--- src/rtl/apb_bridge_param_if.sv ---
// AHB-lite slave port plus APB3 master port of the parametrised bridge.
// Bridge sees the "slave" modport; the AHB master / APB slaves side uses "master".
interface apb_bridge_param_if #(
  parameter int NUM_SLV = 8,
  parameter int ADDR_W  = 40
);
  // Handshakes: an AHB address phase is taken when hsel & htrans[1] & hready at a rising edge;
  // an APB transfer completes on the ACCESS cycle where pready of the selected slave is high.
  logic                    hsel;
  logic [ADDR_W-1:0]       haddr;
  logic [1:0]              htrans;
  logic                    hwrite;
  logic [2:0]              hsize;
  logic [31:0]             hwdata;
  logic [31:0]             hrdata;
  logic                    hready;
  logic [1:0]              hresp;
  logic [ADDR_W-1:0]       paddr;
  logic                    pwrite;
  logic [31:0]             pwdata;
  logic [NUM_SLV-1:0]      psel;
  logic                    penable;
  logic [NUM_SLV*32-1:0]   prdata_flat;
  logic [NUM_SLV-1:0]      pready;
  logic [NUM_SLV-1:0]      pslverr;
  logic                    timeout_evt;

  modport slave (
    input  hsel, haddr, htrans, hwrite, hsize, hwdata, prdata_flat, pready, pslverr,
    output hrdata, hready, hresp, paddr, pwrite, pwdata, psel, penable, timeout_evt
  );

  modport master (
    output hsel, haddr, htrans, hwrite, hsize, hwdata, prdata_flat, pready, pslverr,
    input  hrdata, hready, hresp, paddr, pwrite, pwdata, psel, penable, timeout_evt
  );
endinterface

--- src/rtl/apb_bridge_param.sv ---
// AHB-lite to APB3 bridge: parametrised slave count, wait states, PSLVERR and access timeout.
// One transfer in flight; illegal slave index or size >32 bits gives a two-cycle AHB ERROR.
module apb_bridge_param #(
  parameter int NUM_SLV     = 8,
  parameter int ADDR_W      = 40,
  parameter int SEL_LSB     = 12,
  parameter int TIMEOUT_CYC = 256
) (
  input  logic                  hclk,
  input  logic                  hrst,
  apb_bridge_param_if.slave     bus,
  output logic [2:0]            state_dbg
);

  localparam int SEL_W = (NUM_SLV > 1) ? $clog2(NUM_SLV) : 1;
  localparam int CNT_W = (TIMEOUT_CYC > 1) ? $clog2(TIMEOUT_CYC) : 1;
  localparam logic [CNT_W-1:0] CNT_LAST  = (TIMEOUT_CYC > 0) ? CNT_W'(TIMEOUT_CYC - 1) : '0;
  localparam logic [SEL_W:0]   NUM_SLV_L = (SEL_W + 1)'(NUM_SLV);
  localparam bit               TIMEOUT_EN = (TIMEOUT_CYC != 0);

  typedef enum logic [2:0] {
    ST_IDLE   = 3'd0,
    ST_LATCH  = 3'd1,
    ST_SETUP  = 3'd2,
    ST_ACCESS = 3'd3,
    ST_DONE   = 3'd4,
    ST_ERR1   = 3'd5,
    ST_ERR2   = 3'd6
  } state_t;

  state_t             state, state_nxt;
  logic               accept;
  logic [SEL_W-1:0]   idx_in, idx_r;
  logic [2:0]         size_r;
  logic               illegal;
  logic [NUM_SLV-1:0] sel_vec;
  logic [31:0]        rdata_sel;
  logic               sel_ready, sel_err;
  logic [CNT_W-1:0]   cnt;
  logic               timeout_hit;

  assign state_dbg = state;

  assign accept = bus.hsel && ((bus.htrans == 2'b10) || (bus.htrans == 2'b11)) && bus.hready;

  always_comb begin
    idx_in = '0;
    if (NUM_SLV > 1) idx_in = bus.haddr[SEL_LSB +: SEL_W];
  end

  assign illegal = ({1'b0, idx_r} >= NUM_SLV_L) || (size_r > 3'b010);
  assign sel_vec = NUM_SLV'(1) << idx_r;

  // Slave response mux driven by the one-hot select, so out-of-range indices read as zero.
  always_comb begin
    rdata_sel = '0;
    for (int i = 0; i < NUM_SLV; i++) begin
      if (sel_vec[i]) rdata_sel = bus.prdata_flat[32*i +: 32];
    end
  end

  assign sel_ready   = |(bus.pready & sel_vec);
  assign sel_err     = |(bus.pslverr & sel_vec);
  assign timeout_hit = TIMEOUT_EN && (cnt == CNT_LAST);

  always_ff @(posedge hclk or posedge hrst) begin
    if (hrst) state <= ST_IDLE;
    else      state <= state_nxt;
  end

  always_comb begin
    state_nxt   = state;
    bus.hready  = 1'b1;
    bus.hresp   = 2'b00;
    bus.psel    = '0;
    bus.penable = 1'b0;
    case (state)
      ST_IDLE: begin
        if (accept) state_nxt = ST_LATCH;
      end
      ST_LATCH: begin
        bus.hready = 1'b0;
        state_nxt  = illegal ? ST_ERR1 : ST_SETUP;
      end
      ST_SETUP: begin
        bus.hready = 1'b0;
        bus.psel   = sel_vec;
        state_nxt  = ST_ACCESS;
      end
      ST_ACCESS: begin
        bus.hready  = 1'b0;
        bus.psel    = sel_vec;
        bus.penable = 1'b1;
        if (sel_ready)        state_nxt = sel_err ? ST_ERR1 : ST_DONE;
        else if (timeout_hit) state_nxt = ST_ERR1;
      end
      ST_DONE: begin
        state_nxt = accept ? ST_LATCH : ST_IDLE;
      end
      ST_ERR1: begin
        bus.hready = 1'b0;
        bus.hresp  = 2'b01;
        state_nxt  = ST_ERR2;
      end
      ST_ERR2: begin
        bus.hresp = 2'b01;
        state_nxt = accept ? ST_LATCH : ST_IDLE;
      end
      default: state_nxt = ST_IDLE;
    endcase
  end

  always_ff @(posedge hclk or posedge hrst) begin
    if (hrst) begin
      bus.paddr       <= '0;
      bus.pwrite      <= 1'b0;
      bus.pwdata      <= '0;
      bus.hrdata      <= '0;
      bus.timeout_evt <= 1'b0;
      idx_r           <= '0;
      size_r          <= '0;
      cnt             <= '0;
    end else begin
      if (accept) begin
        bus.paddr  <= bus.haddr;
        bus.pwrite <= bus.hwrite;
        idx_r      <= idx_in;
        size_r     <= bus.hsize;
      end
      // hwdata is valid in the data phase, i.e. the LATCH cycle.
      if (state == ST_LATCH) begin
        bus.pwdata <= bus.hwdata;
        cnt        <= '0;
      end
      if ((state == ST_ACCESS) && !sel_ready) cnt <= cnt + 1'b1;
      if ((state == ST_ACCESS) && sel_ready && !sel_err && !bus.pwrite) bus.hrdata <= rdata_sel;
      bus.timeout_evt <= (state == ST_ACCESS) && !sel_ready && timeout_hit;
    end
  end

endmodule

--- src/flat_wrapper.sv ---
// flat-port wrapper written by rule: the top's interface ports become plain ports
module apb_bridge_param_flat 
#(
  parameter int NUM_SLV     = 8,
  parameter int ADDR_W      = 40,
  parameter int SEL_LSB     = 12,
  parameter int TIMEOUT_CYC = 256
)
  (hclk, hrst, state_dbg, bus_hsel, bus_haddr, bus_htrans, bus_hwrite, bus_hsize, bus_hwdata, bus_prdata_flat, bus_pready, bus_pslverr, bus_hrdata, bus_hready, bus_hresp, bus_paddr, bus_pwrite, bus_pwdata, bus_psel, bus_penable, bus_timeout_evt);
  apb_bridge_param_if #(.NUM_SLV(NUM_SLV), .ADDR_W(ADDR_W)) bus_i ();
  input  logic hclk;
  input  logic hrst;
  output logic [2:0] state_dbg;
  input wire logic [$bits(bus_i.hsel)-1:0] bus_hsel;
  input wire logic [$bits(bus_i.haddr)-1:0] bus_haddr;
  input wire logic [$bits(bus_i.htrans)-1:0] bus_htrans;
  input wire logic [$bits(bus_i.hwrite)-1:0] bus_hwrite;
  input wire logic [$bits(bus_i.hsize)-1:0] bus_hsize;
  input wire logic [$bits(bus_i.hwdata)-1:0] bus_hwdata;
  input wire logic [$bits(bus_i.prdata_flat)-1:0] bus_prdata_flat;
  input wire logic [$bits(bus_i.pready)-1:0] bus_pready;
  input wire logic [$bits(bus_i.pslverr)-1:0] bus_pslverr;
  output wire logic [$bits(bus_i.hrdata)-1:0] bus_hrdata;
  output wire logic [$bits(bus_i.hready)-1:0] bus_hready;
  output wire logic [$bits(bus_i.hresp)-1:0] bus_hresp;
  output wire logic [$bits(bus_i.paddr)-1:0] bus_paddr;
  output wire logic [$bits(bus_i.pwrite)-1:0] bus_pwrite;
  output wire logic [$bits(bus_i.pwdata)-1:0] bus_pwdata;
  output wire logic [$bits(bus_i.psel)-1:0] bus_psel;
  output wire logic [$bits(bus_i.penable)-1:0] bus_penable;
  output wire logic [$bits(bus_i.timeout_evt)-1:0] bus_timeout_evt;
  assign bus_i.hsel = bus_hsel;
  assign bus_i.haddr = bus_haddr;
  assign bus_i.htrans = bus_htrans;
  assign bus_i.hwrite = bus_hwrite;
  assign bus_i.hsize = bus_hsize;
  assign bus_i.hwdata = bus_hwdata;
  assign bus_i.prdata_flat = bus_prdata_flat;
  assign bus_i.pready = bus_pready;
  assign bus_i.pslverr = bus_pslverr;
  assign bus_hrdata = bus_i.hrdata;
  assign bus_hready = bus_i.hready;
  assign bus_hresp = bus_i.hresp;
  assign bus_paddr = bus_i.paddr;
  assign bus_pwrite = bus_i.pwrite;
  assign bus_pwdata = bus_i.pwdata;
  assign bus_psel = bus_i.psel;
  assign bus_penable = bus_i.penable;
  assign bus_timeout_evt = bus_i.timeout_evt;
  apb_bridge_param #(.NUM_SLV(NUM_SLV), .ADDR_W(ADDR_W), .SEL_LSB(SEL_LSB), .TIMEOUT_CYC(TIMEOUT_CYC)) u_core (.hclk(hclk), .hrst(hrst), .bus(bus_i), .state_dbg(state_dbg));
endmodule
--- config.mk ---
export PLATFORM = sky130hd
export DESIGN_NAME = apb_bridge_param_flat
export DESIGN_NICKNAME = d
export VERILOG_FILES = /design/src/rtl/apb_bridge_param_if.sv /design/src/rtl/apb_bridge_param.sv /design/src/flat_wrapper.sv
export SDC_FILE = /design/constraint.sdc
export NUM_CORES = 1
export LEC_CHECK = 0
export CORE_AREA = 5 5 181 183
export CTS_CLUSTER_DIAMETER = 120
export CTS_CLUSTER_SIZE = 30
export DETAILED_ROUTE_END_ITERATION = 6
export DIE_AREA = 0 0 186 188
export GPL_TIMING_DRIVEN = 1
export PLACE_DENSITY = 0.63
export REMOVE_ABC_BUFFERS = 1
export SLEW_MARGIN = 15
export SYNTH_ARGS = -nofsm -noshare
export SYNTH_HDL_FRONTEND = slang
export SYNTH_SLANG_ARGS = --single-unit
--- constraint.sdc ---
create_clock -name hclk -period 6.5 [get_ports hclk]
set_input_delay 0.975 -clock hclk [delete_from_list [all_inputs] [get_ports hclk]]
set_output_delay 0.975 -clock hclk [all_outputs]
set_load 0.03 [all_outputs]
==> reports/summary.md <==
## Critical path
• flip-flop to primary output — WS Path Type
• 0.94 ns — CP peak stage delay
• 1 — CP Buf/Inv Count
• flip-flop — critical path startpoint category
• simple AND/OR/NAND/NOR gates — CP top delay family
• 40 — peak fanout along the critical path
• 5.52 ns — required time of the critical path
• nor2_4 > and3_1 > clkdlybuf4s50_1 — sequence of cells on the critical path
• sky130_fd_sc_hd__nor2_4 — slowest stage cell on the critical path
• primary output — capturing element type of the critical path
• 3.05 ns — Arr. time, crit path

## Clock tree
• 2 — clock tree buffer depth
• 4 — htree depth
• yes — TritonCTS clock tree
• sky130_fd_sc_hd__clkbuf_16 — root cell of the clock tree
• 120 — clk sinks
• 0.08 ns — clock transition at the registers of the reported paths
• 17 — number of buffers added by the clock tree synthesis step
• 0 — hold buffer count at CTS
• 0 — CTS resizes
• 0 — Post-CTS Setup Bufs
• 0.42 ns — later-pin clock latency in the skew report

## Die
• 65 — number of rows created at floorplan
• 186 um — width of the chip
• 0.0311 mm^2 — standard cell core area
• 0.0350 mm^2 — Total Die Area
• 188 um — Die Ht
• 474 — IO Count
• 22.5% — initial core utilization

## Yosys
• 0.125% — parity-gate share of the synthesized area counting xor and xnor cells
• sky130_fd_sc_hd__dfrtp_1 — primary flip-flop cell chosen by synthesis mapping
• 50 — library cells used by synthesis
• 0.00700 mm^2 — post-synthesis instance area
• 0 — EDFF count, synth
• 42.9% — sequential area share after synthesis
• 4.79% — Simple-Gate Fraction of Synth Area
• multiplexers — main combinational cell family by area after synthesis
• 100% — share of flip-flops with an asynchronous set or reset
• 12.2 um^2 — average footprint of a synthesized cell
• 575 — Post-Syn Instances
• 14.2% — compound-gate portion of the synthesized area
• 33.2% — share of synthesized area spent on multiplexers
• 0 — Synth Warn #
• 120 — number of flip-flops and latches in the synthesized netlist
• 0.179% — share of synthesized cell area in full adder, half adder and majority cells

## Detailed routing
• 21.4 um — WL per Instance
• 30.8 mm — final wirelength
• 5 — Detailed Routing Iterations Pass 1
• 6781 — via count
• 0 — DRC violation count after routing
• 0 — DRT antenna net count
• 4.72 — post-DR vias/cell
• 346 — violation count after the first detailed-route iteration

## GRT
• 69 — largest net degree at the start of global routing
• 1 — number of antenna violations at the first check in global routing
• 0 — GRT Residual Overflow
• 44.3 mm — first-pass GRT wire length
• 7187 — number of global-route vias before repair
• 16.6% — global-route usage over all layers

## Timing
• 0.496 ns — final worst hold slack
• 1.14 ns — worst slew pin tran
• 0 ns — summed negative setup slack over all endpoints
• 0 — final setup violation count
• false — RSZ-0062 raised after global routing
• 249 MHz — Max Clk Rate
• 23.9% — Max-slew headroom
• 61.9% — final cycle utilization of the critical path
• 0.0203 ns — setup clock skew after layout
• 4.02 ns — Period minus WS final
• 0 — max-slew violation count
• 0 — number of hold violations in the final report

## Layout
• sky130_fd_sc_hd__clkdlybuf4s50_1 — most common cell after layout, fill and taps aside
• 3013 — FILL cells
• 1376 — net total in the final layout
• 80.4% — layout overhead on the synthesized area
• 471 x sky130_fd_sc_hd__clkdlybuf4s50_1, 164 x sky130_fd_sc_hd__mux2_2, 118 x sky130_fd_sc_hd__dfrtp_1, 64 x sky130_fd_sc_hd__o22ai_1, 36 x sky130_fd_sc_hd__mux2i_1 — commonest cells after routing, fill and taps aside
• 22.6% — share of cells above drive strength 1

## Run status
• finished, final reports clean — status

## Run
• 0 — number of maximum-capacitance constraint violations

## Pwr
• 465 mW/mm^2 — Pwr Density
• 5.87 mW — power after layout
• 0.278 mV — maximum VDD drop
• 4.96 nW — leakage power summed over all cells

## Place
• 23.5 mm — Detailed Place HPWL
• 471 — number of buffer cells added on primary ports
• 0.830 — last weighted congestion value of the routability-driven placer

## Min path
• flip-flop to flip-flop — Min-Delay Path Class

state kept, by name, indices dropped and copies added (netlist names):
register,flops
u_core.bus.paddr,38
u_core.bus.hrdata,32
u_core.bus.pwdata,32
u_core.cnt,8
u_core.size_r,3
u_core.state_dbg,3
u_core.idx_r,2
u_core.bus.pwrite,1
u_core.bus.timeout_evt,1
final timing paths:
kind / from / to / slack [ns] / depth (start not counted)
hold reg to reg: u_core.bus.hrdata[2] / u_core.bus.hrdata[2] / 0.50 / 1
hold / removal: u_core.bus.hrdata[2] / u_core.bus.hrdata[2] / 0.50 / 1
setup reg to reg: u_core.bus.paddr[14] / u_core.bus.hrdata[2] / 2.98 / 6
min in group asynchronous: hrst / u_core.bus.paddr[39] / 0.80 / 2
max in group asynchronous: hrst / u_core.bus.paddr[14] / 4.50 / 3
setup / recovery: u_core.bus.paddr[14] / bus_psel[3] / 2.48 / 3
layout make-up:
cell class,instances,area [um^2],area share (%)
clock inverter,15,180,1.43
multi-input combinational,397,3700,29.3
timing repair buffer,481,4790,37.9
tap,402,503,3.98
clock buffer,17,425,3.37
antenna,1,2.50,0.0198
sequential,120,3010,23.8
inverter,5,21.3,0.168
power by group:
part | internal [mW] | total [mW] | leakage, nW | switching [mW]
combinational | 1.64 | 3.50 | 3.22 | 1.86
sequential | 1.11 | 1.40 | 1.45 | 0.292
clock | 0.521 | 0.968 | 0.292 | 0.447
total | 3.27 | 5.87 | 4.96 | 2.60
metal layers:
layer / global-route usage, % / wire [um] / part of all wire (%) / vias to the layer above
met5: 0 / 0 / 0 / -
met4: 4.29 / 486 / 1.6 / 0
met3: 5.63 / 2970 / 9.7 / 29
met2: 28.6 / 15400 / 50 / 317
met1: 19.6 / 11900 / 39 / 3300
li1: - / - / - / 3135
cells in the mapped netlist, drive strengths merged, types with 3 or more instances:
| master | count | area share, % |
|---|---|---|
| mux2 | 172 | 28 |
| dfrtp | 120 | 43 |
| o22ai | 65 | 6.0 |
| buf | 44 | 3.9 |
| mux2i | 36 | 5.1 |
| a222oi | 32 | 4.6 |
| nor2 | 13 | 0.70 |
| nand2 | 12 | 0.64 |
| clkbuf | 9 | 0.48 |
| o21ai | 9 | 0.96 |
| nor3 | 7 | 0.57 |
| nor2b | 6 | 0.61 |
| inv | 5 | 0.27 |
| nand3 | 5 | 0.36 |
| a21oi | 4 | 0.29 |
| nand2b | 4 | 0.36 |
| a211o | 3 | 0.38 |
metrics by stage:
| stage | cells | util [%] | setup slack (ns) | area [um^2] |
|---|---|---|---|---|
| 2_1_floorplan | 522 | - | 0.495 | 6700 |
| 3_3_place_gp | 1405 | 38.7 | 2.87 | 12000 |
| 3_5_place_dp | 1405 | 38.7 | 2.90 | 12000 |
| 4_1_cts | 1437 | 40.6 | 2.44 | 12600 |
| 5_1_grt | 1438 | 40.7 | 2.36 | 12600 |
| 6_report | 1438 | 40.7 | 2.48 | 12600 |
cells by family (layout without fill, tap and decap cells):
kind of cell	after synthesis	after routing
mux	208	208
other cells	1	2
fa+ha+maj	1	1
simple gates	60	60
xor+xnor	1	1
buf+inv	58	518
compound gates	126	126
flops	120	120
No activity file was read; power rests on OpenSTA's default activity.
